$ cat src/rtl/nrisc_pkg.sv
// nrisc_pkg: shared constants for the nRISC multicycle controller.
//   Opcode encodings (IR[7:5]), ULA operation codes, PC source codes and the
//   controller state enum, plus a helper that flags the states that wait on
//   the memory-ready handshake.
package nrisc_pkg;

    localparam logic [2:0] OP_HALT    = 3'b000;
    localparam logic [2:0] OP_R_ARITH = 3'b001;
    localparam logic [2:0] OP_MEM     = 3'b010;
    localparam logic [2:0] OP_JUMP    = 3'b011;
    localparam logic [2:0] OP_IMM     = 3'b100;
    localparam logic [2:0] OP_R_LOGIC = 3'b101;
    localparam logic [2:0] OP_BEQ     = 3'b110;
    localparam logic [2:0] OP_ILLEGAL = 3'b111;

    localparam logic [1:0] ULA_ARITH    = 2'b00;
    localparam logic [1:0] ULA_SLT_NOT  = 2'b01;
    localparam logic [1:0] ULA_PASS_IMM = 2'b10;
    localparam logic [1:0] ULA_ADD      = 2'b11;

    localparam logic [1:0] PC_ULA    = 2'b00;
    localparam logic [1:0] PC_BRANCH = 2'b01;
    localparam logic [1:0] PC_JUMP   = 2'b10;

    typedef enum logic [3:0] {
        S_IDLE, S_FETCH, S_DECODE, S_EXEC_R, S_EXEC_I, S_ADDR, S_MEM_RD,
        S_MEM_WR, S_WB_ULA, S_WB_MEM, S_BRANCH, S_JUMP, S_HALTED
    } state_t;

    function automatic logic is_mem_state(state_t s);
        return (s == S_FETCH) || (s == S_MEM_RD) || (s == S_MEM_WR);
    endfunction

endpackage

$ cat src/rtl/controle_multiciclo_if.sv
// controle_multiciclo_if: bundle between the sequencer and the nRISC datapath.
//   master (controller): takes start/opcode/funct/zero/mem_ready, drives all
//   datapath enables, status and counters. slave (datapath side): the reverse.
interface controle_multiciclo_if #(parameter int CNT_W = 16);
    logic             start;
    logic [2:0]       opcode;
    logic             funct;
    logic             zero;
    logic             mem_ready;
    logic             pc_write;
    logic [1:0]       pc_src;
    logic             ior_d;
    logic             ir_write;
    logic             mem_read;
    logic             mem_write;
    logic             reg_write;
    logic             reg_dst;
    logic             mem_to_reg;
    logic             ula_src;
    logic [1:0]       ula_op;
    logic             ula_sub;
    logic             halted;
    logic             fault;
    logic [CNT_W-1:0] instr_count;
    logic [CNT_W-1:0] cycle_count;

    modport master (
        input  start, opcode, funct, zero, mem_ready,
        output pc_write, pc_src, ior_d, ir_write, mem_read, mem_write,
               reg_write, reg_dst, mem_to_reg, ula_src, ula_op, ula_sub,
               halted, fault, instr_count, cycle_count
    );

    modport slave (
        output start, opcode, funct, zero, mem_ready,
        input  pc_write, pc_src, ior_d, ir_write, mem_read, mem_write,
               reg_write, reg_dst, mem_to_reg, ula_src, ula_op, ula_sub,
               halted, fault, instr_count, cycle_count
    );
endinterface

$ cat src/rtl/ctrl_mem_watchdog.sv
// ctrl_mem_watchdog: counts cycles spent waiting for mem_ready.
//   Ports: clk, rst_n; waiting (in a memory state), mem_ready, leave (the FSM
//   changes state this cycle); timeout = this is the MEM_TIMEOUT-th waiting
//   cycle and memory still has not answered.
module ctrl_mem_watchdog #(
    parameter int MEM_TIMEOUT = 15
) (
    input  logic clk,
    input  logic rst_n,
    input  logic waiting,
    input  logic mem_ready,
    input  logic leave,
    output logic timeout
);
    localparam logic [7:0] LAST_WAIT = 8'(MEM_TIMEOUT - 1);

    logic [7:0] wait_cnt;

    // wait_cnt holds the number of earlier unanswered cycles in this state,
    // so the compare against MEM_TIMEOUT-1 fires on the MEM_TIMEOUT-th one.
    // mem_ready in that same cycle suppresses it.
    assign timeout = waiting && !mem_ready && (wait_cnt == LAST_WAIT);

    always_ff @(posedge clk or negedge rst_n) begin
        if (!rst_n) begin
            wait_cnt <= '0;
        end else if (leave || !waiting) begin
            wait_cnt <= '0;
        end else if (!mem_ready) begin
            wait_cnt <= wait_cnt + 8'd1;
        end
    end
endmodule

$ cat src/rtl/controle_multiciclo.sv
// controle_multiciclo: multicycle sequencer for the nRISC core.
//   Ports: clk, rst_n (async, active low), bus (master side of
//   controle_multiciclo_if: IR fields, zero flag, memory handshake in;
//   datapath enables, halted/fault, retired-instruction and cycle counters out).
//
//   state    | meaning
//   ---------+-------------------------------------------------
//   IDLE     | waiting for start
//   FETCH    | read memory at PC into IR, PC <= PC+1
//   DECODE   | ULA computes branch target, dispatch on opcode
//   EXEC_R   | register-register ULA operation
//   EXEC_I   | pass immediate through ULA
//   ADDR     | effective address = reg + imm
//   MEM_RD   | load access
//   MEM_WR   | store access (retires on mem_ready)
//   WB_ULA   | write ULA-out to register file (retire)
//   WB_MEM   | write memory data to register file (retire)
//   BRANCH   | BEQ compare, PC <= target if zero (retire)
//   JUMP     | PC <= jump target (retire)
//   HALTED   | stopped by HALT, illegal opcode or memory timeout
module controle_multiciclo
    import nrisc_pkg::*;
#(
    parameter int CNT_W       = 16,
    parameter int MEM_TIMEOUT = 15
) (
    input  logic                  clk,
    input  logic                  rst_n,
    controle_multiciclo_if.master bus
);
    state_t           state, state_nxt;
    logic             fault_q, fault_set, retire, timeout;
    logic [CNT_W-1:0] instr_count, cycle_count;
    logic             pc_write, ior_d, ir_write, mem_read, mem_write;
    logic             reg_write, reg_dst, mem_to_reg, ula_src, ula_sub, halted;
    logic [1:0]       pc_src, ula_op;

    ctrl_mem_watchdog #(.MEM_TIMEOUT(MEM_TIMEOUT)) u_watchdog (
        .clk       (clk),
        .rst_n     (rst_n),
        .waiting   (is_mem_state(state)),
        .mem_ready (bus.mem_ready),
        .leave     (state_nxt != state),
        .timeout   (timeout)
    );

    always_ff @(posedge clk or negedge rst_n) begin
        if (!rst_n) begin
            state       <= S_IDLE;
            fault_q     <= 1'b0;
            instr_count <= '0;
            cycle_count <= '0;
        end else begin
            state <= state_nxt;
            if (fault_set) fault_q <= 1'b1;
            if (retire) instr_count <= instr_count + 1'b1;
            if (state != S_IDLE && state != S_HALTED) cycle_count <= cycle_count + 1'b1;
        end
    end

    always_comb begin
        state_nxt  = state;
        fault_set  = 1'b0;
        retire     = 1'b0;
        pc_write   = 1'b0;
        pc_src     = PC_ULA;
        ior_d      = 1'b0;
        ir_write   = 1'b0;
        mem_read   = 1'b0;
        mem_write  = 1'b0;
        reg_write  = 1'b0;
        reg_dst    = 1'b0;
        mem_to_reg = 1'b0;
        ula_src    = 1'b0;
        ula_op     = ULA_ARITH;
        ula_sub    = 1'b0;
        halted     = 1'b0;
        case (state)
            S_IDLE: if (bus.start) state_nxt = S_FETCH;
            S_FETCH: begin
                mem_read = 1'b1;
                ula_op   = ULA_ADD;
                if (bus.mem_ready) begin
                    ir_write  = 1'b1;
                    pc_write  = 1'b1;
                    state_nxt = S_DECODE;
                end else if (timeout) begin
                    fault_set = 1'b1;
                    state_nxt = S_HALTED;
                end
            end
            S_DECODE: begin
                ula_op  = ULA_ADD;
                ula_src = 1'b1;
                case (bus.opcode)
                    OP_R_ARITH, OP_R_LOGIC: state_nxt = S_EXEC_R;
                    OP_IMM:                 state_nxt = S_EXEC_I;
                    OP_MEM:                 state_nxt = S_ADDR;
                    OP_BEQ:                 state_nxt = S_BRANCH;
                    OP_JUMP:                state_nxt = S_JUMP;
                    OP_HALT: begin
                        retire    = 1'b1;
                        state_nxt = S_HALTED;
                    end
                    default: begin
                        fault_set = 1'b1;
                        state_nxt = S_HALTED;
                    end
                endcase
            end
            S_EXEC_R: begin
                ula_op    = (bus.opcode == OP_R_LOGIC) ? ULA_SLT_NOT : ULA_ARITH;
                state_nxt = S_WB_ULA;
            end
            S_EXEC_I: begin
                ula_src   = 1'b1;
                ula_op    = ULA_PASS_IMM;
                state_nxt = S_WB_ULA;
            end
            S_ADDR: begin
                ula_src   = 1'b1;
                ula_op    = ULA_ADD;
                state_nxt = bus.funct ? S_MEM_WR : S_MEM_RD;
            end
            S_MEM_RD: begin
                mem_read = 1'b1;
                ior_d    = 1'b1;
                if (bus.mem_ready) begin
                    state_nxt = S_WB_MEM;
                end else if (timeout) begin
                    fault_set = 1'b1;
                    state_nxt = S_HALTED;
                end
            end
            S_MEM_WR: begin
                mem_write = 1'b1;
                ior_d     = 1'b1;
                if (bus.mem_ready) begin
                    retire    = 1'b1;
                    state_nxt = S_FETCH;
                end else if (timeout) begin
                    fault_set = 1'b1;
                    state_nxt = S_HALTED;
                end
            end
            S_WB_ULA: begin
                reg_write = 1'b1;
                reg_dst   = 1'b1;
                retire    = 1'b1;
                state_nxt = S_FETCH;
            end
            S_WB_MEM: begin
                reg_write  = 1'b1;
                mem_to_reg = 1'b1;
                retire     = 1'b1;
                state_nxt  = S_FETCH;
            end
            S_BRANCH: begin
                ula_sub   = 1'b1;
                pc_src    = PC_BRANCH;
                pc_write  = bus.zero;
                retire    = 1'b1;
                state_nxt = S_FETCH;
            end
            S_JUMP: begin
                pc_src    = PC_JUMP;
                pc_write  = 1'b1;
                retire    = 1'b1;
                state_nxt = S_FETCH;
            end
            S_HALTED: halted = 1'b1;
            default:  state_nxt = S_IDLE;
        endcase
    end

    assign bus.pc_write    = pc_write;
    assign bus.pc_src      = pc_src;
    assign bus.ior_d       = ior_d;
    assign bus.ir_write    = ir_write;
    assign bus.mem_read    = mem_read;
    assign bus.mem_write   = mem_write;
    assign bus.reg_write   = reg_write;
    assign bus.reg_dst     = reg_dst;
    assign bus.mem_to_reg  = mem_to_reg;
    assign bus.ula_src     = ula_src;
    assign bus.ula_op      = ula_op;
    assign bus.ula_sub     = ula_sub;
    assign bus.halted      = halted;
    assign bus.fault       = fault_q;
    assign bus.instr_count = instr_count;
    assign bus.cycle_count = cycle_count;
endmodule

$ cat src/flat_wrapper.sv
// flat-port wrapper written by rule: the top's interface ports become plain ports
module controle_multiciclo_flat import nrisc_pkg::*;
#(
    parameter int CNT_W       = 16,
    parameter int MEM_TIMEOUT = 15
)
  (clk, rst_n, bus_start, bus_opcode, bus_funct, bus_zero, bus_mem_ready, bus_pc_write, bus_pc_src, bus_ior_d, bus_ir_write, bus_mem_read, bus_mem_write, bus_reg_write, bus_reg_dst, bus_mem_to_reg, bus_ula_src, bus_ula_op, bus_ula_sub, bus_halted, bus_fault, bus_instr_count, bus_cycle_count);
  controle_multiciclo_if #(.CNT_W(CNT_W)) bus_i ();
  input  logic clk;
  input  logic rst_n;
  input wire logic [$bits(bus_i.start)-1:0] bus_start;
  input wire logic [$bits(bus_i.opcode)-1:0] bus_opcode;
  input wire logic [$bits(bus_i.funct)-1:0] bus_funct;
  input wire logic [$bits(bus_i.zero)-1:0] bus_zero;
  input wire logic [$bits(bus_i.mem_ready)-1:0] bus_mem_ready;
  output wire logic [$bits(bus_i.pc_write)-1:0] bus_pc_write;
  output wire logic [$bits(bus_i.pc_src)-1:0] bus_pc_src;
  output wire logic [$bits(bus_i.ior_d)-1:0] bus_ior_d;
  output wire logic [$bits(bus_i.ir_write)-1:0] bus_ir_write;
  output wire logic [$bits(bus_i.mem_read)-1:0] bus_mem_read;
  output wire logic [$bits(bus_i.mem_write)-1:0] bus_mem_write;
  output wire logic [$bits(bus_i.reg_write)-1:0] bus_reg_write;
  output wire logic [$bits(bus_i.reg_dst)-1:0] bus_reg_dst;
  output wire logic [$bits(bus_i.mem_to_reg)-1:0] bus_mem_to_reg;
  output wire logic [$bits(bus_i.ula_src)-1:0] bus_ula_src;
  output wire logic [$bits(bus_i.ula_op)-1:0] bus_ula_op;
  output wire logic [$bits(bus_i.ula_sub)-1:0] bus_ula_sub;
  output wire logic [$bits(bus_i.halted)-1:0] bus_halted;
  output wire logic [$bits(bus_i.fault)-1:0] bus_fault;
  output wire logic [$bits(bus_i.instr_count)-1:0] bus_instr_count;
  output wire logic [$bits(bus_i.cycle_count)-1:0] bus_cycle_count;
  assign bus_i.start = bus_start;
  assign bus_i.opcode = bus_opcode;
  assign bus_i.funct = bus_funct;
  assign bus_i.zero = bus_zero;
  assign bus_i.mem_ready = bus_mem_ready;
  assign bus_pc_write = bus_i.pc_write;
  assign bus_pc_src = bus_i.pc_src;
  assign bus_ior_d = bus_i.ior_d;
  assign bus_ir_write = bus_i.ir_write;
  assign bus_mem_read = bus_i.mem_read;
  assign bus_mem_write = bus_i.mem_write;
  assign bus_reg_write = bus_i.reg_write;
  assign bus_reg_dst = bus_i.reg_dst;
  assign bus_mem_to_reg = bus_i.mem_to_reg;
  assign bus_ula_src = bus_i.ula_src;
  assign bus_ula_op = bus_i.ula_op;
  assign bus_ula_sub = bus_i.ula_sub;
  assign bus_halted = bus_i.halted;
  assign bus_fault = bus_i.fault;
  assign bus_instr_count = bus_i.instr_count;
  assign bus_cycle_count = bus_i.cycle_count;
  controle_multiciclo #(.CNT_W(CNT_W), .MEM_TIMEOUT(MEM_TIMEOUT)) u_core (.clk(clk), .rst_n(rst_n), .bus(bus_i));
endmodule
$ cat config.mk
export PLATFORM = sky130hd
export DESIGN_NAME = controle_multiciclo_flat
export DESIGN_NICKNAME = d
export VERILOG_FILES = /design/src/rtl/nrisc_pkg.sv /design/src/rtl/controle_multiciclo_if.sv /design/src/rtl/ctrl_mem_watchdog.sv /design/src/rtl/controle_multiciclo.sv /design/src/flat_wrapper.sv
export SDC_FILE = /design/constraint.sdc
export NUM_CORES = 1
export LEC_CHECK = 0
export BUFFER_PORTS_ARGS = -buffer_cell sky130_fd_sc_hd__buf_2
export CAP_MARGIN = 20
export CORE_ASPECT_RATIO = 1.2
export CORE_MARGIN = 1.5
export CORE_UTILIZATION = 39
export DETAILED_ROUTE_END_ITERATION = 16
export PLACE_DENSITY = 0.7
export SLEW_MARGIN = 15
export SYNTH_ARGS = -nofsm -noshare
export SYNTH_HDL_FRONTEND = slang
export SYNTH_SLANG_ARGS = --single-unit
$ cat constraint.sdc
create_clock -name clk -period 2.06 [get_ports clk]
set_input_delay 0.309 -clock clk [delete_from_list [all_inputs] [get_ports clk]]
set_output_delay 0.309 -clock clk [all_outputs]
set_load 0.01 [all_outputs]
Yosys cells after proc, flatten, opt, wreduce, memory -nomap -nowiden

Index checks and enable logic that the tools add are counted.

Register bits: 45
Bits in latches: 0
RAM bits: 0
Memory bits (read-only): 0
Bits of input ports: 9
Output and inout bits: 48
Logic and storage cells: 82
Memories kept: 0

$add $sub $neg: 3
$mul: 0
Divide/modulo/power cells: 0
Magnitude comparators: 0
Equality and inequality tests: 22
Shift-type cells: 0
Muxes and demuxes: 31
Bitwise operators: 0
Reduce and logical (&&, ||, !) cells: 21

Operators with widths:

| operator                                                         | number |
|---|---|
| 4-bit one-hot mux with 9 select lines                            | 1 |
| 16-bit by 1-bit adder with 16-bit output (second input constant) | 2 |
| 4-bit == test (second input constant)                            | 5 |
| 4-bit two-way mux                                                | 5 |
| 4-bit one-hot mux with 5 select lines                            | 1 |
| 1-bit two-way mux                                                | 17 |
| 4-bit by 3-bit == test with 1-bit output (second input constant) | 4 |
| 8-bit two-way mux                                                | 2 |
| 2-bit OR reduction                                               | 5 |
| 3-bit == test (second input constant)                            | 3 |
| 3-bit OR reduction                                               | 3 |
| 8-bit by 1-bit adder with 8-bit output (second input constant)   | 1 |
| 4-bit by 2-bit == test with 1-bit output (second input constant) | 2 |
| 8-bit by 4-bit == test with 1-bit output (second input constant) | 1 |
| 7-bit OR reduction                                               | 1 |
| 3-bit by 2-bit == test with 1-bit output (second input constant) | 2 |
| 1-bit one-hot mux with 3 select lines                            | 2 |
| 2-bit one-hot mux with 3 select lines                            | 1 |
| 4-bit by 1-bit == test with 1-bit output (second input constant) | 1 |
| 4-bit zero test                                                  | 1 |
| 4-bit != test                                                    | 1 |
| 4-bit != test (second input constant)                            | 1 |
| 2-bit one-hot mux with 2 select lines                            | 1 |
| 4-bit nonzero test                                               | 1 |
| 8 further kinds                                                  | 13 |

Depth between registers and ports, before layout

Depth in word-level cells: 11
Mapped depth: 6
Mapped depth without buffers: 6

Cells and area by module

From an unflattened synthesis, not the netlist that was laid out.

Cell total of the unflattened synthesis: 268
Area, all modules: 2548.7 µm²

By module, submodules not included:

| module              | instances | cells an instance | area each (µm²) | seq. area each (µm²) |
|---|---|---|---|---|
| controle_multiciclo | 1         | 224               | 2114.5          | 925.9 |
| ctrl_mem_watchdog   | 1         | 44                | 434.2           | 200.2 |

Least setup slack after synthesis

No wires, ideal clock.

Kind: reg2out
From: reg u_core.state[0]
To: out bus_pc_write
Arrival: 1352 ps
Data required time: 1751 ps
Slack: 399 ps
Stages on the path, launching flop included: 6
Path buffers: 2
Cells stage by stage: dfrtp_1 > buf_2 > or3b_1 > clkbuf_1 > nor2_1 > a211o_1

Longest elaborated chain between the ends: 2
Elaborated cells between the ends (all ways): 4
Classes of those cells: eq/ne (3); mux (1)

Ends and longest elaborated chain:

| what                                                                             | line                      | text |
|---|---|---|
| start: declaration                                                               | controle_multiciclo.sv:31 | `state_t state, state_nxt;` |
| start signal: assignment                                                         | controle_multiciclo.sv:54 | `state <= state_nxt;` |
| 4-bit == test / 4-bit by 1-bit == test with 1-bit output (equally long branches) | controle_multiciclo.sv:78 | `case (state)` |
| 1-bit one-hot mux with 3 select lines (*)                                        | controle_multiciclo.sv:78 |  |
| end: declaration                                                                 | flat_wrapper.sv:16        | `output wire logic [$bits(bus_i.pc_write)-1:0] bus_pc_write;` |

Mark *: on every way between the ends. The rest lies on a longest branch, timed or not.

Final worst setup path

From: reg u_core.state[2]
To: reg u_core.instr_count[1] (netlist: u_core.bus.instr_count[1])

Longest elaborated chain between the ends: 3
Elaborated cells between the ends (all ways): 8
Classes of those cells: eq/ne (6); mux (1); reduce/logical (1)

Ends and longest elaborated chain:

| what                                      | line                      | text |
|---|---|---|
| 4-bit == test                             | controle_multiciclo.sv:78 |  |
| 4-bit OR reduction (no line)              | n/a                       |  |
| 1-bit one-hot mux with 3 select lines (*) | controle_multiciclo.sv:78 |  |
| end signal: assignment                    | controle_multiciclo.sv:56 | `if (retire) instr_count <= instr_count + 1'b1;` |
| end: declaration                          | controle_multiciclo.sv:33 | `logic [CNT_W-1:0] instr_count, cycle_count;` |

Marks and branches as above.
A chain may end at the register's enable or synchronous reset.

==> summary.txt <==
Outcome
  • Status: completed

Drt
  • Drt pass-1 iters: 5
  • Via density: 5.28
  • Remaining DRCs: 0
  • Via Count: 2121
  • Final WL: 5.55 mm
  • Wire per inst: 13.8 um
  • Post-route ant nets: 0
  • Drt first-iter violations: 78

Synthesis
  • Register area share after synthesis: 0.446
  • Post-synth ARST share: 1.00
  • Synth top area cells: dfrtp_1 (45%), xor2_1 (8.3%), xnor2_1 (4.9%), nor3_1 (3.6%), nand2_1 (3.4%)
  • Synth unique cells: 53
  • Most common cell in the netlist: dfrtp_1
  • #FFs+latches synth: 45
  • Syn Nets: 270
  • Synth Instances: 257
  • Syn avg cell area: 9.81 sq um
  • Post-synthesis instance area: 2520 sq um
  • Most common library cells after synthesis: dfrtp_1 (45), xor2_1 (24), nand2_1 (23), nor3_1 (18)
  • Number of synthesized flops with an enable pin: 0
  • Post-synth top area cell: dfrtp_1
  • Main flop type after synthesis: dfrtp_1
  • Top cell type's share of synthesized area: 0.446
  • Yosys warning count: 0

Worst setup path
  • Slowest CP cell: a22oi_2
  • Critical path fanouts, max: 15
  • Crit path capture type: flop
  • Critical Path Source Type: flop
  • Crit path cell chain: buf_4, and4b_1, a22oi_2, nand2_1, mux2_1
  • Critical path class: reg2reg
  • Arrival @ worst endpoint: 2.16 ns
  • Largest stage delay on the critical path: 0.57 ns
  • Worst EP required: 2.23 ns

STA
  • Fin Hold WS: 0.0896 ns
  • Clk_skew: 0.00942 ns
  • Fin crit share: 0.968
  • # setup viols final: 0
  • Unrepaired setup endpoints after global routing: true
  • Slew Limit Fails: 0
  • Final Hold Fails: 0
  • Final critical-path required period: 1.99 ns
  • Rel. slew slack: 0.509
  • Slack of the critical path: 0.0657 ns
  • Achievable frequency: 501 MHz
  • Worst slew pin tran: 0.736 ns

Layout
  • Area Growth Syn to Fin: 20.7%
  • Diode count: 0
  • Non-filler cells, final: 402
  • Final Util: 0.497
  • Share of cells above drive strength 1: 0.284
  • Layout fillers: 615
  • Fin nets: 332

Clock network
  • TritonCTS clock tree: built
  • Clock Tree Buf Depth: 2
  • CTS buffer count: 5
  • CTS Root Cell: clkbuf_8
  • Worst-Skew Late Latency: 0.29 ns
  • Clock sink total: 45
  • Clk slew on worst S/H paths: 0.08 ns
  • H-tree lvl count: 2
  • Hold_buf cts: 0

Place
  • Placement Setup Slack: 0.140 ns
  • DPL Wire Length: 4.10 mm
  • Placed Cells incl. Taps: 391
  • Port Buffers: 56
  • Final GP Congestion: 0.808

Die
  • Starting Density: 0.412
  • Die Y: 91.1 um
  • Die X: 76.4 um
  • I/O pins: 57
  • Core Rows: 31
  • Core ar.: 6130 sq um
  • Die area: 6960 sq um

Flow run
  • Max-cap violations: 0

Hold path
  • Min-Delay Path Class: in2async

Pwr
  • Leakage: 0.00134 uW
  • PD cells: 1280 nW/um^2
  • Peak supply drop: 0.856 mV

Global route
  • Total GRT Usage: 0.168
  • GRT Residual Overflow: 0
  • Initial antenna violation count: 0
  • Largest net degree at the start of global routing: 46
  • Vias in the first global route: 2029
  • First-pass GRT wire length: 9.58 mm
layout make-up:
cell class              instances  area (sq um)  area share
clock inverters                 2          10.0     0.00329
repair buffers                 67           369       0.121
clock buffers                   6          72.6      0.0238
flip-flops and latches         45          1130       0.371
inverters                       6          22.5     0.00740
well taps                      82           103      0.0337
multi-input cells             194          1340       0.440
repair_timing:
item	4_1_cts	5_1_grt
endpoints found under the setup margin	3	5
hold endpoints to repair	0	0
gates resized for setup	5	4
pin swaps	0	0
setup buffers	1	2
registers in the layout, indices dropped and copies added (netlist names):
signal / count
u_core.state: 4
u_core.bus.fault: 1
u_core.bus.instr_count: 16
u_core.bus.cycle_count: 16
u_core.u_watchdog.wait_cnt: 8
worst max-delay path: cells and delay by family, from the launching register on:
kind / cells / cell delay [ns]
AO/OA/AOI/OAI: 1 / 0.57
flip-flops: 1 / 0.41
AND/OR/NAND/NOR: 2 / 0.40
multiplexers: 1 / 0.35
buffers and inverters: 1 / 0.15
cell usage in the layout, fill, tap and decap left out, types with 4 or more instances in the layout:
master | Yosys | final
buf_2 | 5 | 55
dfrtp_1 | 45 | 43
xor2_1 | 24 | 24
nand2_1 | 23 | 23
nor3_1 | 18 | 18
nand3_1 | 14 | 14
xnor2_1 | 14 | 14
nor2_1 | 14 | 11
buf_4 | 1 | 11
a21oi_1 | 9 | 9
nand4_1 | 7 | 7
inv_1 | 6 | 6
a211oi_1 | 6 | 6
clkbuf_8 | 0 | 5
nor2b_1 | 4 | 4
ha_1 | 4 | 4
through the flow:
| stage | power (uW) | TNS, ns | cell area [sq um] |
|---|---|---|---|
| 2_1_floorplan | 2640 | 0 | 2520 |
| 3_3_place_gp | 3270 | 0 | 2910 |
| 3_5_place_dp | 3310 | 0 | 2910 |
| 4_1_cts | 3870 | 0 | 3010 |
| 5_1_grt | 4220 | -0.0471 | 3040 |
| 6_report | 3890 | 0 | 3040 |
kinds of logic (layout without fill, tap and decap cells):
group	count (synthesis)	count (layout)	share of synthesized area
and+or+nand+nor	108	108	0.232
adders and majority gates	4	4	0.0198
AOI/OAI and AO/OA	41	41	0.126
DFF	45	45	0.446
buffers and inverters	18	81	0.0308
xor gates and xnor gates	38	38	0.132
muxes	3	3	0.0129
metal layers:
layer	GRT usage	wire (um)	vias to the layer above
li1	-	-	1047
met1	0.216	2550	1018
met2	0.280	2710	50
met3	0.0362	228	6
met4	0.0571	61	0
met5	0	0	-
report_power, final:
group / leakage (uW) / switching [uW] / internal [uW]
Sequential: 0.000544 / 339 / 1170
Clock: 0.0000450 / 278 / 235
Combinational: 0.000746 / 1050 / 814
final timing paths:
path | start | end | slack, ns | cells after the start
worst max-delay path | u_core.state[2] | u_core.bus.instr_count[1] | 0.07 | 5
worst min-delay path | rst_n | u_core.u_watchdog.wait_cnt[1] | 0.09 | 2
worst max register to register | u_core.state[2] | u_core.bus.instr_count[1] | 0.07 | 5
worst min register to register | u_core.bus.instr_count[15] | u_core.bus.instr_count[15] | 0.46 | 1
max in group asynchronous | rst_n | u_core.state[2] | 1.57 | 2
min in group clk | bus_funct | u_core.state[0] | 0.30 | 3
(Power assumes the default switching activity.)
